## config.mk

```make
export PLATFORM = sky130hd
export DESIGN_NAME = obstacle_lane
export DESIGN_NICKNAME = d
export VERILOG_FILES = /design/src/rtl/obstacle_pkg.sv /design/src/rtl/lfsr16.sv /design/src/rtl/obstacle_lane.sv
export SDC_FILE = /design/constraint.sdc
export NUM_CORES = 1
export LEC_CHECK = 0
export BUFFER_PORTS_ARGS = -buffer_cell sky130_fd_sc_hd__buf_4
export CAP_MARGIN = 20
export CELL_PAD_IN_SITES_DETAIL_PLACEMENT = 0
export CELL_PAD_IN_SITES_GLOBAL_PLACEMENT = 1
export CORE_UTILIZATION = 35
export CTS_BUF_LIST = sky130_fd_sc_hd__clkbuf_8
export CTS_CLUSTER_DIAMETER = 40
export DETAILED_ROUTE_END_ITERATION = 8
export PLACE_DENSITY = 0.78
export SLEW_MARGIN = 20
export SYNTH_ARGS = -nofsm -noshare
export SYNTH_HDL_FRONTEND = slang
export SYNTH_SLANG_ARGS = --single-unit
export TNS_END_PERCENT = 100
```

## constraint.sdc

```tcl
create_clock -name i_clk -period 4.5 [get_ports i_clk]
set_clock_uncertainty 0.1 [all_clocks]
set_input_delay 0.225 -clock i_clk [delete_from_list [all_inputs] [get_ports i_clk]]
set_output_delay 0.225 -clock i_clk [all_outputs]
set_load 0.02 [all_outputs]
```

## src/rtl/obstacle_pkg.sv

```systemverilog
// obstacle_pkg: display geometry, coordinate width, obstacle type encoding and LFSR constants shared by the obstacle lane
package obstacle_pkg;
  localparam int CW = 12;
  localparam int D_WIDTH = 640;
  localparam int D_HEIGHT = 480;
  localparam int BORDER = 40;
  typedef enum logic {LOW = 1'b0, HIGH = 1'b1} obs_type_e;
  localparam logic [15:0] LFSR_TAPS = 16'hB400;
  localparam logic [15:0] LFSR_DEF_SEED = 16'hACE1;
endpackage

```

## src/rtl/lfsr16.sv

```systemverilog
// lfsr16: 16-bit Galois LFSR (taps 16,14,13,11); ports clk, rst_n (sync, loads seed), en (advance), q (state)
module lfsr16 import obstacle_pkg::*; #(
  parameter logic [15:0] SEED = LFSR_DEF_SEED
) (
  input  logic        clk,
  input  logic        rst_n,
  input  logic        en,
  output logic [15:0] q
);
  always_ff @(posedge clk)
    if (!rst_n) q <= SEED;
    else if (en) q <= (q >> 1) ^ (q[0] ? LFSR_TAPS : 16'h0);
endmodule

```

## src/rtl/obstacle_lane.sv

```systemverilog
// obstacle_lane: N_OBS scrolling obstacle slots with LFSR spawning; ports i_clk, i_rst_n, i_ani_stb, i_animate, i_spawn_en, i_speed, i_slowness in; o_active, o_type, o_x1/o_x2/o_y1/o_y2 (12 bits per slot), o_pass out
module obstacle_lane import obstacle_pkg::*; #(
  parameter int N_OBS = 3,
  parameter int H_WIDTH = 20,
  parameter int H_HEIGHT_LOW = 80,
  parameter int H_HEIGHT_HIGH = 20,
  parameter int Y_HIGH = 300,
  parameter int BORDER = obstacle_pkg::BORDER,
  parameter int D_WIDTH = obstacle_pkg::D_WIDTH,
  parameter int D_HEIGHT = obstacle_pkg::D_HEIGHT,
  parameter int SPD_W = 4,
  parameter int SLOW_W = 4,
  parameter int MIN_GAP = 200,
  parameter int GAP_RAND_W = 7,
  parameter int HIGH_EN = 1,
  parameter logic [15:0] LFSR_SEED = LFSR_DEF_SEED
) (
  input  logic                  i_clk,
  input  logic                  i_rst_n,
  input  logic                  i_ani_stb,
  input  logic                  i_animate,
  input  logic                  i_spawn_en,
  input  logic [SPD_W-1:0]      i_speed,
  input  logic [SLOW_W-1:0]     i_slowness,
  output logic [N_OBS-1:0]      o_active,
  output logic [N_OBS-1:0]      o_type,
  output logic [CW*N_OBS-1:0]   o_x1,
  output logic [CW*N_OBS-1:0]   o_x2,
  output logic [CW*N_OBS-1:0]   o_y1,
  output logic [CW*N_OBS-1:0]   o_y2,
  output logic                  o_pass
);
  localparam logic [15:0] SEED = (LFSR_SEED == 16'h0) ? LFSR_DEF_SEED : LFSR_SEED;
  localparam logic [CW-1:0] HW = CW'(H_WIDTH);
  localparam logic [CW-1:0] X_SPAWN = CW'(D_WIDTH - H_WIDTH);
  localparam logic [CW-1:0] Y_LOW_C = CW'(D_HEIGHT - BORDER - H_HEIGHT_LOW);
  localparam logic [CW-1:0] Y_HIGH_C = CW'(Y_HIGH);
  localparam logic [CW-1:0] HL = CW'(H_HEIGHT_LOW);
  localparam logic [CW-1:0] HH = CW'(H_HEIGHT_HIGH);
  localparam logic [CW-1:0] GAP_MASK = CW'((1 << GAP_RAND_W) - 1);
  if (MIN_GAP < 2 * H_WIDTH) begin : g_gap_check
    $error("obstacle_lane: MIN_GAP must be at least 2*H_WIDTH");
  end
  logic [SLOW_W-1:0] slow_cnt;
  logic [CW-1:0] gap_cnt, gap_target, gap_next, spd;
  logic [CW:0] gap_sum;
  logic [15:0] lfsr;
  logic tick, spawn, new_type, unused;
  logic [N_OBS-1:0] active, typ, retire, sel;
  logic [CW-1:0] x [N_OBS];
  logic [CW-1:0] x1_r [N_OBS];
  logic [CW-1:0] x2_r [N_OBS];
  logic [CW-1:0] y1_r [N_OBS];
  logic [CW-1:0] y2_r [N_OBS];
  lfsr16 #(.SEED(SEED)) u_lfsr (.clk(i_clk), .rst_n(i_rst_n), .en(tick), .q(lfsr));
  assign unused = ^lfsr[14:CW];
  // sel is the lowest free slot as a one-hot: free & -free, with -free == active + 1
  always_comb begin
    spd = CW'(i_speed);
    tick = i_animate && i_ani_stb && (slow_cnt == i_slowness);
    gap_sum = {1'b0, gap_cnt} + {1'b0, spd};
    gap_next = gap_sum[CW] ? '1 : gap_sum[CW-1:0];
    sel = ~active & (active + N_OBS'(1));
    spawn = tick && i_spawn_en && (gap_next >= gap_target) && (|sel);
    new_type = (HIGH_EN != 0) ? lfsr[15] : LOW;
    for (int k = 0; k < N_OBS; k++) retire[k] = active[k] && (x[k] < HW + spd);
  end
  always_ff @(posedge i_clk)
    if (!i_rst_n) begin
      slow_cnt <= '0;
      gap_cnt <= '1;
      gap_target <= CW'(MIN_GAP);
      o_pass <= 1'b0;
    end else begin
      if (i_animate && i_ani_stb) slow_cnt <= tick ? '0 : slow_cnt + SLOW_W'(1);
      o_pass <= tick && (|retire);
      if (tick) gap_cnt <= spawn ? '0 : gap_next;
      if (spawn) gap_target <= CW'(MIN_GAP) + (lfsr[CW-1:0] & GAP_MASK);
    end
  for (genvar k = 0; k < N_OBS; k++) begin : g_slot
    logic load, act_n, typ_n;
    logic [CW-1:0] x_n, y_c, h;
    always_comb begin
      load = spawn && sel[k];
      act_n = tick ? (load || (active[k] && !retire[k])) : active[k];
      typ_n = load ? new_type : typ[k];
      x_n = load ? X_SPAWN : (tick && active[k] && !retire[k]) ? x[k] - spd : x[k];
      y_c = (typ_n == HIGH) ? Y_HIGH_C : Y_LOW_C;
      h = (typ_n == HIGH) ? HH : HL;
    end
    always_ff @(posedge i_clk)
      if (!i_rst_n) begin
        active[k] <= 1'b0;
        typ[k] <= LOW;
        x[k] <= '0;
        x1_r[k] <= '0;
        x2_r[k] <= '0;
        y1_r[k] <= '0;
        y2_r[k] <= '0;
      end else begin
        active[k] <= act_n;
        typ[k] <= typ_n;
        x[k] <= x_n;
        x1_r[k] <= act_n ? x_n - HW : '0;
        x2_r[k] <= act_n ? x_n + HW : '0;
        y1_r[k] <= act_n ? y_c - h : '0;
        y2_r[k] <= act_n ? y_c + h : '0;
      end
  end
  always_comb begin
    o_active = active;
    o_type = typ;
    o_x1 = '0;
    o_x2 = '0;
    o_y1 = '0;
    o_y2 = '0;
    for (int k = 0; k < N_OBS; k++) begin
      o_x1[CW*k +: CW] = x1_r[k];
      o_x2[CW*k +: CW] = x2_r[k];
      o_y1[CW*k +: CW] = y1_r[k];
      o_y2[CW*k +: CW] = y2_r[k];
    end
  end
endmodule

```

== Word-level counts from Yosys, hierarchy flattened ==
Memories as Yosys holds them, arrays and structs flattened.
Index checks and enable logic that the tools add are counted.

* Output and inout bits: 151
* Word-level logic and storage cells: 139
* Memories: 5
* Input port bits: 13
* Memory bits (writable): 174
* Register bits after elaboration: 51

* Magnitude comparators: 4
* Add/sub/neg operators: 20
* Bitwise gates (word level): 18
* Equality and inequality tests: 1
* Reductions and logical operators: 29
* Multiplexer cells: 51

{| class="wikitable"
|+ Memory list
! memory !! words !! bits a word !! read ports !! clocked after memory_dff !! wr ports !! RTL line !! RTL
|-
| x || 3 || 12 || 3 || 0 || 3 || obstacle_lane.sv:50 || <nowiki>logic [CW-1:0] x [N_OBS];</nowiki>
|-
| x1_r || 3 || 12 || 3 || 0 || 3 || obstacle_lane.sv:51 || <nowiki>logic [CW-1:0] x1_r [N_OBS];</nowiki>
|-
| x2_r || 3 || 12 || 3 || 0 || 3 || obstacle_lane.sv:52 || <nowiki>logic [CW-1:0] x2_r [N_OBS];</nowiki>
|-
| y1_r || 3 || 12 || 3 || 0 || 3 || obstacle_lane.sv:53 || <nowiki>logic [CW-1:0] y1_r [N_OBS];</nowiki>
|-
| y2_r || 3 || 10 || 3 || 0 || 3 || obstacle_lane.sv:54 || <nowiki>logic [CW-1:0] y2_r [N_OBS];</nowiki>
|}

{| class="wikitable"
|+ Operators by type and width
! operator !! number
|-
| 2-to-1 mux 12 bit || 29
|-
| 2-to-1 mux 10 bit || 6
|-
| 2-to-1 mux 7 bit || 6
|-
| adder 12 x 5 -> 12 bit (second input constant) || 3
|-
| subtractor 12 x 4 -> 12 bit || 3
|-
| subtractor 12 x 5 -> 12 bit (second input constant) || 3
|-
| adder 9 x 7 -> 10 bit || 3
|-
| subtractor 9 x 7 -> 10 bit || 3
|-
| < comparator 12 bit || 2
|-
| logical AND 1 bit || 21
|-
| 2-to-1 mux 16 bit || 1
|-
| XOR 15 x 16 -> 16 bit || 1
|-
| bitwise OR 1 bit || 15
|-
| adder 12 x 4 -> 13 bit || 1
|-
| greater-or-equal comparator 12 bit || 1
|-
| < comparator 12 x 6 -> 1 bit || 1
|-
| adder 8 x 7 -> 9 bit (first input constant) || 1
|-
| 2-to-1 mux 1 bit || 8
|-
| adder 5 x 4 -> 6 bit (first input constant) || 1
|-
| OR reduction 3 bit || 2
|-
| adder 4 x 1 -> 4 bit (second input constant) || 1
|-
| == test 4 bit || 1
|-
| 2-to-1 mux 4 bit || 1
|-
| adder 3 x 1 -> 3 bit (second input constant) || 1
|-
| other kinds (4) || 8
|}

== Logic depth before layout (Yosys ltp) ==
Gate-level depths: netlist of the first run.

* Depth in word-level cells: 11
* Depth in mapped cells: 21
* Gate-level depth less buffers: 20

== Modules after synthesis ==
Synthesis of the first run repeated with hierarchy kept, for this count alone.

* Cell total of the unflattened synthesis: 1023
* Area total of the unflattened synthesis: 8740.9 µm²

{| class="wikitable"
|+ Modules (own cells, without submodules)
! module !! instances !! cells each !! sequential area each (µm²) !! area each (µm²)
|-
| obstacle_lane || 1 || 967 || 2802.7 || 8109.0
|-
| lfsr16 || 1 || 56 || 320.3 || 631.9
|}

== Worst setup path before layout of the first run ==
No wires, ideal clock.

* Path type: register to register
* From: reg gap_cnt[0]
* To: mem x1_r[1][10]
* Required time: 4.281 ns
* Clock period less this slack: 4.690 ns
* Stages on the path, launching flop included: 22
* Slack: -0.190 ns
* Data arrival time: 4.471 ns
* Library setup time: 0.119 ns
* Path buffers: 1
* Cell sequence: dfxtp_1 > ha_1 > fa_1 > a211oi_1 > nor3_1 > and2_1 > nor2_1 > ha_1 > nand2b_1 > a2111oi_0 > o221a_2 > nand4_1 > o21ai_1 > clkbuf_1 > o211ai_1 > inv_1 > ha_1 > inv_1 > a211o_1 > nor3_1 > nand3_1 > mux2i_1

{| class="wikitable"
|+ RTL lines
! what !! RTL line !! RTL
|-
| start, declared || obstacle_lane.sv:45 || <nowiki>logic [CW-1:0] gap_cnt, gap_target, gap_next, spd;</nowiki>
|-
| start signal, assigned || obstacle_lane.sv:77 || <nowiki>if (tick) gap_cnt <= spawn ? '0 : gap_next;</nowiki>
|-
| end, declared || obstacle_lane.sv:51 ||
|}

==> flow_metrics.env, run 1 <==
export IMPL_yosysWarnings=0
export IMPL_drv_slew=0
export IMPL_fin_crit_ns=4.35
export IMPL_cts_tree="built"
export IMPL_dp_cells=1464
export IMPL_met3_usage_pct=3.98
export IMPL_num_rows=57
export IMPL_syn_cell_area_um2=8780
export IMPL_yosysTopAreaCellShare_pct=35.6
export IMPL_die_y_um=160
export IMPL_crit_slowest_cell="dfxtp_2"
export IMPL_seq_area_frac_synth_pct=35.6
export IMPL_dieArea_um2=25700
export IMPL_dr_pass1_iters=7
export IMPL_peakVddDrop_v=0.000165
export IMPL_p_switching_w=0.000753
export IMPL_numCtsBuffers=17
export IMPL_p_per_area_nw_per_um2=254
export IMPL_ys_flop_type="dfxtp_1"
export IMPL_grt_busiest_layer="met2"
export IMPL_sw_frac_of_total_pct=28.1
export IMPL_comb_power_share_pct=9.7
export IMPL_layout_cells_non_filler=1505
export IMPL_finalHoldViolations=0
export IMPL_viasPerCell=4.96
export IMPL_synth_cell_type_count=82
export IMPL_numPortBuffers=118
export IMPL_h_tree_depth=4
export IMPL_tightest_slew_ns=0.832
export IMPL_area_growth_pct=20.2
export IMPL_syn_avg_cell_area_um2=8.45
export IMPL_grt_pass1_vias=6922
export IMPL_gp_congestion=0.835
export IMPL_fmax_mhz=230
export IMPL_tns_ns=0
export IMPL_critPathArrivalTime_ns=4.61
export IMPL_register_area_um2=3120
export IMPL_grtUsageTotal_pct=17.6
export IMPL_crit_required_ns=4.76
export IMPL_holdPathEnd="slow_cnt[0]$_SDFFE_PN0P_"
export IMPL_met1_usage_pct=23.7
export IMPL_worstHoldStart="i_animate"
export IMPL_period_share_pct=96.6
export IMPL_vias=7460
export IMPL_reg2reg_depth=20
export IMPL_maxCapViolCount=0
export IMPL_grt_max_degree=38
export IMPL_grt_overflow_total=0
export IMPL_rsz0062_at_grt="yes"
export IMPL_cts_num_sinks=156
export IMPL_setup_viol=0
export IMPL_core_area_um2=24500
export IMPL_status="finished clean"
export IMPL_path_class="reg -> reg"
export IMPL_drt_wl_total_mm=22.7
export IMPL_fin_area_um2=10600
export IMPL_end_kind="flip-flop"
export IMPL_r2r_end="x1_r[1][10]$_SDFF_PN0_"
export IMPL_worstPathCellList="ha_4 -> fa_2 -> a211oi_2 -> nor3_2 -> and2_4 -> nor2_4 -> ha_1 -> nand2b_4 -> a2111oi_4 -> o221a_2 -> nand4_1 -> o21ai_2 -> o211ai_1 -> inv_1 -> ha_2 -> inv_2 -> a211o_1 -> nor3_2 -> nand3_1 -> mux2i_1"
export IMPL_worstHoldPathCells=4
export IMPL_relSlewSlack_pct=44.4
export IMPL_netlist_instances=1039
export IMPL_ioPinCount=164
export IMPL_clock_latency_ns=0.47
export IMPL_drive_gt1_share_pct=23.1
export IMPL_antenna_found_initial=1
export IMPL_synth_largest_area_cell="dfxtp_1"
export IMPL_clkPwrFrac_pct=38.4
export IMPL_synth_edff_count=0
export IMPL_finalPower_w=0.00268
export IMPL_yosys_register_bits=156
export IMPL_p_seq_share_pct=51.9
export IMPL_grt_pass1_wl_mm=36.1
export IMPL_dr_first_iter_drc_count=312
export IMPL_ant_nets=0
export IMPL_dpl_instance_area_um2=9930
export IMPL_cts_root_buf="clkbuf_8"
export IMPL_cpPeakStageDelay_ns=0.35
export IMPL_post_drt_wl_per_cell_um=15.1
export IMPL_multi_input_area_um2=5160
export IMPL_power_leakage_nw=4.76
export IMPL_async_flop_share_pct=0
export IMPL_cts_path_max_buffers=2
export IMPL_synth_area_leaders="dfxtp_1, ha_1, buf_4, nor2_1, nand2_1"
export IMPL_worstSetupStartpointType="flip-flop"
export IMPL_dp_hpwl_mm=16.8
export IMPL_min_path_type="in -> reg"
export IMPL_fin_nets=1230
export IMPL_cell_internal_pwr_w=0.00193
export IMPL_cts_clk_slew_worst_paths_ns=0.09
export IMPL_drc=0
export IMPL_r2r_slack_ns=0.15
export IMPL_cpMostUsedCell="nor3_2"
export IMPL_grt_util_met2_pct=28.0
export IMPL_path_max_fanout=4
export IMPL_initial_core_util_pct=35.9
export IMPL_reg2reg_from="gap_cnt[0]$_SDFFE_PN1P_"
export IMPL_die_w_um=160
export IMPL_finalCoreUtilization_pct=43.1
export IMPL_fillers=2495
cells in the final DEF (no fill, tap or decap), types with 6 or more instances in the layout:
cell,instances
and2_1,20
nand2b_1,12
xnor2_1,37
nor2_1,118
clkbuf_8,17
or3_1,9
nand2_1,91
nor2b_1,13
o21ai_0,25
conb_1,45
a211oi_1,6
inv_1,42
nor3_1,18
nand3_1,34
o211ai_1,13
buf_4,173
nand4_1,9
or2_2,7
mux2i_1,27
xor2_1,27
nand3b_1,7
dfxtp_1,155
a21o_1,7
and3_1,13
a21oi_1,59
nor4_1,14
ha_1,39
clkinvlp_4,6
cell families after synthesis:
logic type / after synthesis / share of synthesized area (%)
xor+xnor: 66 / 6.88
other cells: 1 / 0.0427
simple gates: 403 / 23.0
fa+ha+maj: 50 / 7.46
flops: 156 / 35.6
compound gates: 178 / 13.6
buf+inv: 154 / 9.83
mux: 31 / 3.59
critical path: cells and delay by family, from the launching register on:
kind            cells  cell delay (ns)
simple gates        7             1.04
mux                 1             0.15
fa+ha+maj           4             0.91
compound gates      6             1.53
buf+inv             2             0.14
flops               1             0.35
power groups by stage:
stage | clock network, W | registers (W) | logic, W
5_1_grt | 0.00112 | 0.00139 | 0.000284
6_report | 0.00103 | 0.00139 | 0.000260
3_3_place_gp | 0 | 0.00142 | 0.000226
4_1_cts | 0.00107 | 0.00139 | 0.000231
2_1_floorplan | 0 | 0.00142 | 0.000184
3_5_place_dp | 0 | 0.00142 | 0.000227
synth_stat cells, types with 21 or more instances:
master	count
dfxtp_1	156
nor2_1	120
nand2_1	93
buf_4	74
a21oi_1	60
ha_1	46
inv_1	42
xnor2_1	37
nand3_1	34
clkbuf_1	28
o21ai_0	28
mux2i_1	27
xor2_1	27
and2_1	21
what timing repair did:
item	4_1_cts	5_1_grt
pin swaps	2	10
resized for setup	3	35
cloned	0	0
endpoints found under the hold margin	4	0
hold buffers	3	0
buffers inserted	1	4
setup endpoints to repair	5	29
worst max path at each step:
stage                                 start                      to
floorplan           gap_cnt[0]$_SDFFE_PN1P_  x1_r[1][10]$_SDFF_PN0_
global placement                 i_speed[0]  x1_r[1][10]$_SDFF_PN0_
detailed placement               i_speed[0]  x1_r[1][10]$_SDFF_PN0_
CTS                 gap_cnt[0]$_SDFFE_PN1P_   x2_r[0][8]$_SDFF_PN0_
global route        gap_cnt[0]$_SDFFE_PN1P_  x1_r[1][10]$_SDFF_PN0_
finish              gap_cnt[0]$_SDFFE_PN1P_  x1_r[1][10]$_SDFF_PN0_
per-layer routing:
layer,share of wire [%],routed length (µm)
met5,0,0
met1,47,10700
met3,5.3,1200
met4,1.2,269
met2,46,10600
through the flow:
stage	hold WS, ns	worst slack [ns]
floorplan	0.332	0.0316
global placement	0.345	-0.0761
detailed placement	0.351	-0.179
CTS	0.0187	0.0185
global route	0.0725	-0.111
finish	0.0420	0.153
layout make-up:
cell class / count / share of cell area [%]
multi-input cells: 773 / 48.9
flip-flops and latches: 156 / 29.6
repair buffers: 176 / 12.6
well taps: 324 / 3.84
clock buffers: 17 / 2.22
inverters: 43 / 1.53
clock inverters: 15 / 1.32
diodes: 1 / 0.0237
registers in the layout, indices dropped and copies added, names as in the netlist:
signal,cells
u_lfsr.q,16
x1_r,33
o_type,3
o_pass,1
x,36
y1_r,3
gap_cnt,12
gap_target,9
o_active,2
y2_r,7
x2_r,30
slow_cnt,4
No activity file was read; power rests on OpenSTA's default activity.
==> run 2: changes to the inputs <==
Settings changed: CORE_UTILIZATION 35 to 39, PLACE_DENSITY 0.78 to 0.85.
==> run 2 against run 1 <==
  * The run now ends with DRC left
  * Sequential share of layout area rose by 0.49 points
  * Combinational power is 6% lower
  * Register-to-register slack is essentially flat
  * Sequential cell count unchanged
  * Routed wire length decreased by 2.2%
  * Count of clock-buffer cells in the layout unchanged
  * Critical path type unchanged
  * Critical endpoint is now x1_r[0][10]$_SDFF_PN0_
  * Largest power group unchanged
==> flow_metrics.env, run 2 (synthesis gave the netlist of run 1 again) <==
export IMPL_sw_frac_of_total_pct=27.4
export IMPL_dieArea_um2=23100
export IMPL_tns_ns=0
export IMPL_cpMostUsedCell="buf_4"
export IMPL_num_rows=54
export IMPL_fin_nets=1218
export IMPL_worstPathCellList="ha_4 -> fa_2 -> a211oi_2 -> nor3_2 -> buf_4 -> nand2_4 -> nand2b_1 -> ha_1 -> a2111oi_4 -> o221a_2 -> nand4_1 -> buf_4 -> o21ai_4 -> o211ai_1 -> inv_1 -> ha_2 -> inv_2 -> a211oi_4 -> nand3b_1 -> mux2i_1"
export IMPL_min_path_type="in -> reg"
export IMPL_p_seq_share_pct=51.2
export IMPL_path_max_fanout=7
export IMPL_cell_internal_pwr_w=0.00197
export IMPL_gp_congestion=0.864
export IMPL_clkPwrFrac_pct=39.8
export IMPL_dp_cells=1409
export IMPL_holdPathEnd="slow_cnt[0]$_SDFFE_PN0P_"
export IMPL_core_area_um2=22000
export IMPL_numCtsBuffers=17
export IMPL_ant_nets=0
export IMPL_cts_num_sinks=156
export IMPL_area_growth_pct=18.2
export IMPL_die_y_um=152
export IMPL_drt_wl_total_mm=22.2
export IMPL_period_share_pct=96.5
export IMPL_cts_tree="built"
export IMPL_crit_slowest_cell="fa_2"
export IMPL_grt_overflow_total=0
export IMPL_cts_clk_slew_worst_paths_ns=0.10
export IMPL_dr_pass1_iters=7
export IMPL_initial_core_util_pct=40.0
export IMPL_path_class="reg -> reg"
export IMPL_fin_crit_ns=4.34
export IMPL_h_tree_depth=4
export IMPL_r2r_slack_ns=0.16
export IMPL_dr_first_iter_drc_count=379
export IMPL_worstHoldStart="i_animate"
export IMPL_peakVddDrop_v=0.000150
export IMPL_dpl_instance_area_um2=9790
export IMPL_die_w_um=152
export IMPL_fin_area_um2=10400
export IMPL_ioPinCount=164
export IMPL_p_switching_w=0.000744
export IMPL_drv_slew=0
export IMPL_cts_root_buf="clkbuf_8"
export IMPL_grt_pass1_vias=6829
export IMPL_relSlewSlack_pct=40.6
export IMPL_setup_viol=0
export IMPL_clock_latency_ns=0.48
export IMPL_reg_top3="x (36), x1_r (33), x2_r (30)"
export IMPL_r2r_end="x1_r[0][10]$_SDFF_PN0_"
export IMPL_final_cell_mix="buf_4, dfxtp_1, nor2_1, nand2_1, a21oi_1"
export IMPL_status="finished, violations left"
export IMPL_reg2reg_depth=20
export IMPL_comb_power_share_pct=9.0
export IMPL_fmax_mhz=230
export IMPL_final_common_cell="buf_4"
export IMPL_tightest_slew_ns=0.889
export IMPL_grt_max_degree=38
export IMPL_layout_cells_non_filler=1449
export IMPL_worstHoldPathCells=4
export IMPL_worstSetupStartpointType="flip-flop"
export IMPL_drc=24
export IMPL_reg2reg_from="gap_cnt[0]$_SDFFE_PN1P_"
export IMPL_p_per_area_nw_per_um2=262
export IMPL_vias=7405
export IMPL_grt_pass1_wl_mm=35.4
export IMPL_cts_path_max_buffers=2
export IMPL_critPathArrivalTime_ns=4.60
export IMPL_drive_gt1_share_pct=21.6
export IMPL_numPortBuffers=118
export IMPL_finalHoldViolations=0
export IMPL_maxCapViolCount=0
export IMPL_top_register="x"
export IMPL_largest_reg_flops=36
export IMPL_finalPower_w=0.00272
export IMPL_grtUsageTotal_pct=19.2
export IMPL_dp_hpwl_mm=16.4
export IMPL_post_drt_wl_per_cell_um=15.3
export IMPL_violations="DRC"
export IMPL_crit_required_ns=4.76
export IMPL_holdWs_ns=0.0353
export IMPL_viasPerCell=5.11
export IMPL_antenna_found_initial=1
export IMPL_end_kind="flip-flop"
export IMPL_power_leakage_nw=4.71
export IMPL_cpPeakStageDelay_ns=0.39
[run 2: cell type report]
class                      instances  area (µm²)
timing repair buffer             164        1240
clock buffer                      17         234
fill                            2107       11600
antenna                            1        2.50
multi-input combinational        773        5110
tap                              280         350
clock inverter                    15         159
inverter                          43         161
sequential                       156        3120
[run 2: timing repair]
action	4_1_cts	5_1_grt
endpoints found under the setup margin	5	24
pin swaps	1	15
setup buffers	1	3
hold buffers	3	0
hold endpoints to repair	4	0
resized for setup	6	26
[run 2: power by group through the flow]
stage	Combinational [W]	Sequential (W)	Clock, W
2_1_floorplan	0.000184	0.00142	0
3_3_place_gp	0.000224	0.00142	0
3_5_place_dp	0.000225	0.00142	0
4_1_cts	0.000231	0.00139	0.00111
5_1_grt	0.000266	0.00139	0.00118
6_report	0.000244	0.00139	0.00108
[run 2: critical path, delay by kind of cell, from the launching register on]
kind	cells	cell delay [ns]
simple gates	5	0.56
compound gates	6	1.51
buf+inv	4	0.51
flops	1	0.35
mux	1	0.13
fa+ha+maj	4	1.06
[run 2: how the worst max path moves through the flow]
stage	start	end	cells past startpoint
3_5_place_dp	i_speed[0]	x1_r[0][10]$_SDFF_PN0_	21
4_1_cts	gap_cnt[0]$_SDFFE_PN1P_	x2_r[0][8]$_SDFF_PN0_	19
2_1_floorplan	gap_cnt[0]$_SDFFE_PN1P_	x1_r[1][10]$_SDFF_PN0_	21
3_3_place_gp	i_speed[0]	x1_r[1][10]$_SDFF_PN0_	21
5_1_grt	gap_cnt[0]$_SDFFE_PN1P_	x1_r[0][10]$_SDFF_PN0_	20
6_report	gap_cnt[0]$_SDFFE_PN1P_	x1_r[0][10]$_SDFF_PN0_	20
[run 2: through the flow]
step                worst slack, ns  utilization (%)
floorplan                    0.0316                -
global placement            -0.0420             44.6
detailed placement           -0.156             44.6
CTS                         0.00432             46.7
global route                -0.0250             47.3
finish                        0.158             47.3
[run 2: routing by layer]
metal	wire, µm	vias to the layer above	global-route usage [%]
met5	0	-	0
met4	325	0	5.73
met3	1070	28	4.19
met2	10200	184	30.5
met1	10700	3490	25.9
li1	-	3703	-
==> run 3: changes to the inputs <==
Settings changed: SYNTH_HIERARCHICAL set to 1.
==> run 3 against run 2 <==
  * The flow now finishes without violations
  * Sequential power is essentially flat
  * Area after synthesis shrank 0.48%
  * Final area shrank 2.2%
  * Maximum frequency grew 1.2%
  * Register-to-register slack gained 0.05 ns
  * Sequential cell count is the same
  * Synthesized cell count shrank 1.5%
  * Critical endpoint is now x1_r[1][10]$_SDFF_PN0_
  * Critical path depth shrank 1
  * Largest power group unchanged
  * Non-clock buffer count shrank 10
==> flow_metrics.env, run 3 <==
export IMPL_tightest_slew_ns=0.817
export IMPL_reg_top3="x (36), x1_r (33), x2_r (30)"
export IMPL_num_rows=54
export IMPL_holdWs_ns=0.0703
export IMPL_crit_required_ns=4.75
export IMPL_synth_cell_type_count=83
export IMPL_cts_clk_slew_worst_paths_ns=0.09
export IMPL_path_max_fanout=8
export IMPL_antenna_found_initial=0
export IMPL_power_leakage_nw=4.52
export IMPL_worstHoldStart="i_ani_stb"
export IMPL_fin_nets=1190
export IMPL_rsz0062_at_grt="yes"
export IMPL_dieArea_um2=23000
export IMPL_drt_wl_total_mm=21.4
export IMPL_end_kind="flip-flop"
export IMPL_grt_pass1_vias=6651
export IMPL_synth_edff_count=0
export IMPL_viasPerCell=5.09
export IMPL_netlist_instances=1023
export IMPL_status="finished clean"
export IMPL_finalPower_w=0.00274
export IMPL_grt_max_degree=45
export IMPL_ant_nets=0
export IMPL_async_flop_share_pct=0
export IMPL_numCtsBuffers=17
export IMPL_fmax_mhz=233
export IMPL_ioPinCount=164
export IMPL_grt_overflow_total=0
export IMPL_yosys_register_bits=156
export IMPL_die_w_um=152
export IMPL_fillers=2173
export IMPL_worstSetupStartpointType="flip-flop"
export IMPL_top_register="x"
export IMPL_p_per_area_nw_per_um2=270
export IMPL_largest_reg_flops=36
export IMPL_finalHoldViolations=0
export IMPL_clock_latency_ns=0.46
export IMPL_grtUsageTotal_pct=18.8
export IMPL_final_common_cell="dfxtp_1"
export IMPL_die_y_um=152
export IMPL_min_path_type="in -> reg"
export IMPL_numPortBuffers=118
export IMPL_hold_buffers=0
export IMPL_dr_first_iter_drc_count=453
export IMPL_drc=0
export IMPL_drv_slew=0
export IMPL_area_growth_pct=16.2
export IMPL_finalCoreUtilization_pct=46.4
export IMPL_diodes=0
export IMPL_period_share_pct=95.4
export IMPL_peakVddDrop_v=0.000140
export IMPL_tns_ns=0
export IMPL_cts_tree="built"
export IMPL_initial_core_util_pct=39.9
export IMPL_h_tree_depth=4
export IMPL_drive_gt1_share_pct=18.9
export IMPL_dr_pass1_iters=7
export IMPL_seq_area_frac_synth_pct=35.7
export IMPL_ys_flop_type="dfxtp_1"
export IMPL_synth_most_common_cell="dfxtp_1"
export IMPL_reg2reg_from="gap_cnt[0]$_SDFFE_PN1P_"
export IMPL_cts_root_buf="clkbuf_8"
export IMPL_synth_area_leaders="dfxtp_1, ha_1, buf_4, xnor2_1, nor2_1"
export IMPL_relSlewSlack_pct=45.4
export IMPL_gp_congestion=0.905
export IMPL_synth_commonest_cells="dfxtp_1, nor2_1, nand2_1, buf_4, a21oi_1"
export IMPL_setup_viol=0
export IMPL_dp_cells=1384
export IMPL_path_class="reg -> reg"
export IMPL_post_drt_wl_per_cell_um=15.1
export IMPL_fin_crit_ns=4.29
export IMPL_syn_avg_cell_area_um2=8.54
export IMPL_syn_cell_area_um2=8740
export IMPL_core_area_um2=21900
export IMPL_layout_cells_non_filler=1420
export IMPL_yosysWarnings=6
export IMPL_maxCapViolCount=0
export IMPL_dp_hpwl_mm=15.5
export IMPL_cts_num_sinks=156
export IMPL_vias=7232
export IMPL_crit_path_start="gap_cnt[0]$_SDFFE_PN1P_"
export IMPL_final_cell_mix="dfxtp_1, buf_4, nor2_1, nand2_1, a21oi_1"
export IMPL_critPathArrivalTime_ns=4.54
export IMPL_grt_pass1_wl_mm=33.6
export IMPL_yosysTopAreaCellShare_pct=35.7
export IMPL_cts_path_max_buffers=2
export IMPL_synth_largest_area_cell="dfxtp_1"
-- run 3: repair_timing --
action | CTS | global route
setup buffers | 2 | 2
pin swaps | 1 | 5
resized for setup | 1 | 17
gates cloned | 0 | 0
endpoints found under the hold margin | 0 | 0
endpoints found under the setup margin | 3 | 18
-- run 3: logic make-up after synthesis --
group	share of synthesized area (%)
AND/OR/NAND/NOR	21.6
AO/OA/AOI/OAI	13.3
flip-flops	35.7
buffers and inverters	10.2
XOR/XNOR	7.60
adder cells (fa/ha/maj)	7.50
multiplexers	3.98
other	0.0429
-- run 3: routing by layer --
layer	track usage, %	vias up	routed length [µm]
li1	-	3622	-
met5	0	-	0
met1	25.5	3384	10100
met3	3.11	17	1140
met4	5.50	0	262
met2	30.4	209	9910
-- run 3: worst paths after layout --
| check | end | slack, ns | cells after the start |
|---|---|---|---|
| worst max-delay path | x1_r[1][10]$_SDFF_PN0_ | 0.21 | 19 |
| worst min-delay path | slow_cnt[1]$_SDFFE_PN0P_ | 0.07 | 4 |
| worst max register to register | x1_r[1][10]$_SDFF_PN0_ | 0.21 | 19 |
| worst min register to register | u_lfsr/q[11]$_SDFFE_PN1P_ | 0.37 | 2 |
-- run 3: report_power, final --
| part | switching, W | internal [W] |
|---|---|---|
| Clock | 0.000548 | 0.000590 |
| Sequential | 0.00000513 | 0.00138 |
| Combinational | 0.000141 | 0.0000707 |
-- run 3: worst max-delay path, stage by stage, from the launching register on --
cell and delay (ns):
dfxtp_1 0.34, ha_2 0.21, fa_2 0.24, nand3_1 0.09, and2_1 0.17, or3_4 0.39
nor2b_1 0.17, ha_1 0.26, nand2b_1 0.15, a2111oi_2 0.29, o311ai_1 0.12, a211o_1 0.34
buf_4 0.17, nand4b_1 0.19, nand2_1 0.11, inv_1 0.09, ha_2 0.20, o21ai_2 0.10
nor2_1 0.14, mux2_1 0.33
-- run 3: metrics by stage --
step	setup slack [ns]	area, µm²
floorplan	0.0657	8910
global placement	0.0542	9640
detailed placement	-0.133	9640
CTS	0.0661	10100
global route	-0.0198	10200
finish	0.209	10200
-- run 3: area by class of cell --
type                       instances  area (µm²)  area share (%)
sequential                       156        3120            30.8
clock inverter                    12         148            1.45
timing repair buffer             154        1160            11.4
multi-input combinational        757        4950            48.7
inverter                          41         154            1.52
clock buffer                      20         275            2.71
tap                              280         350            3.45
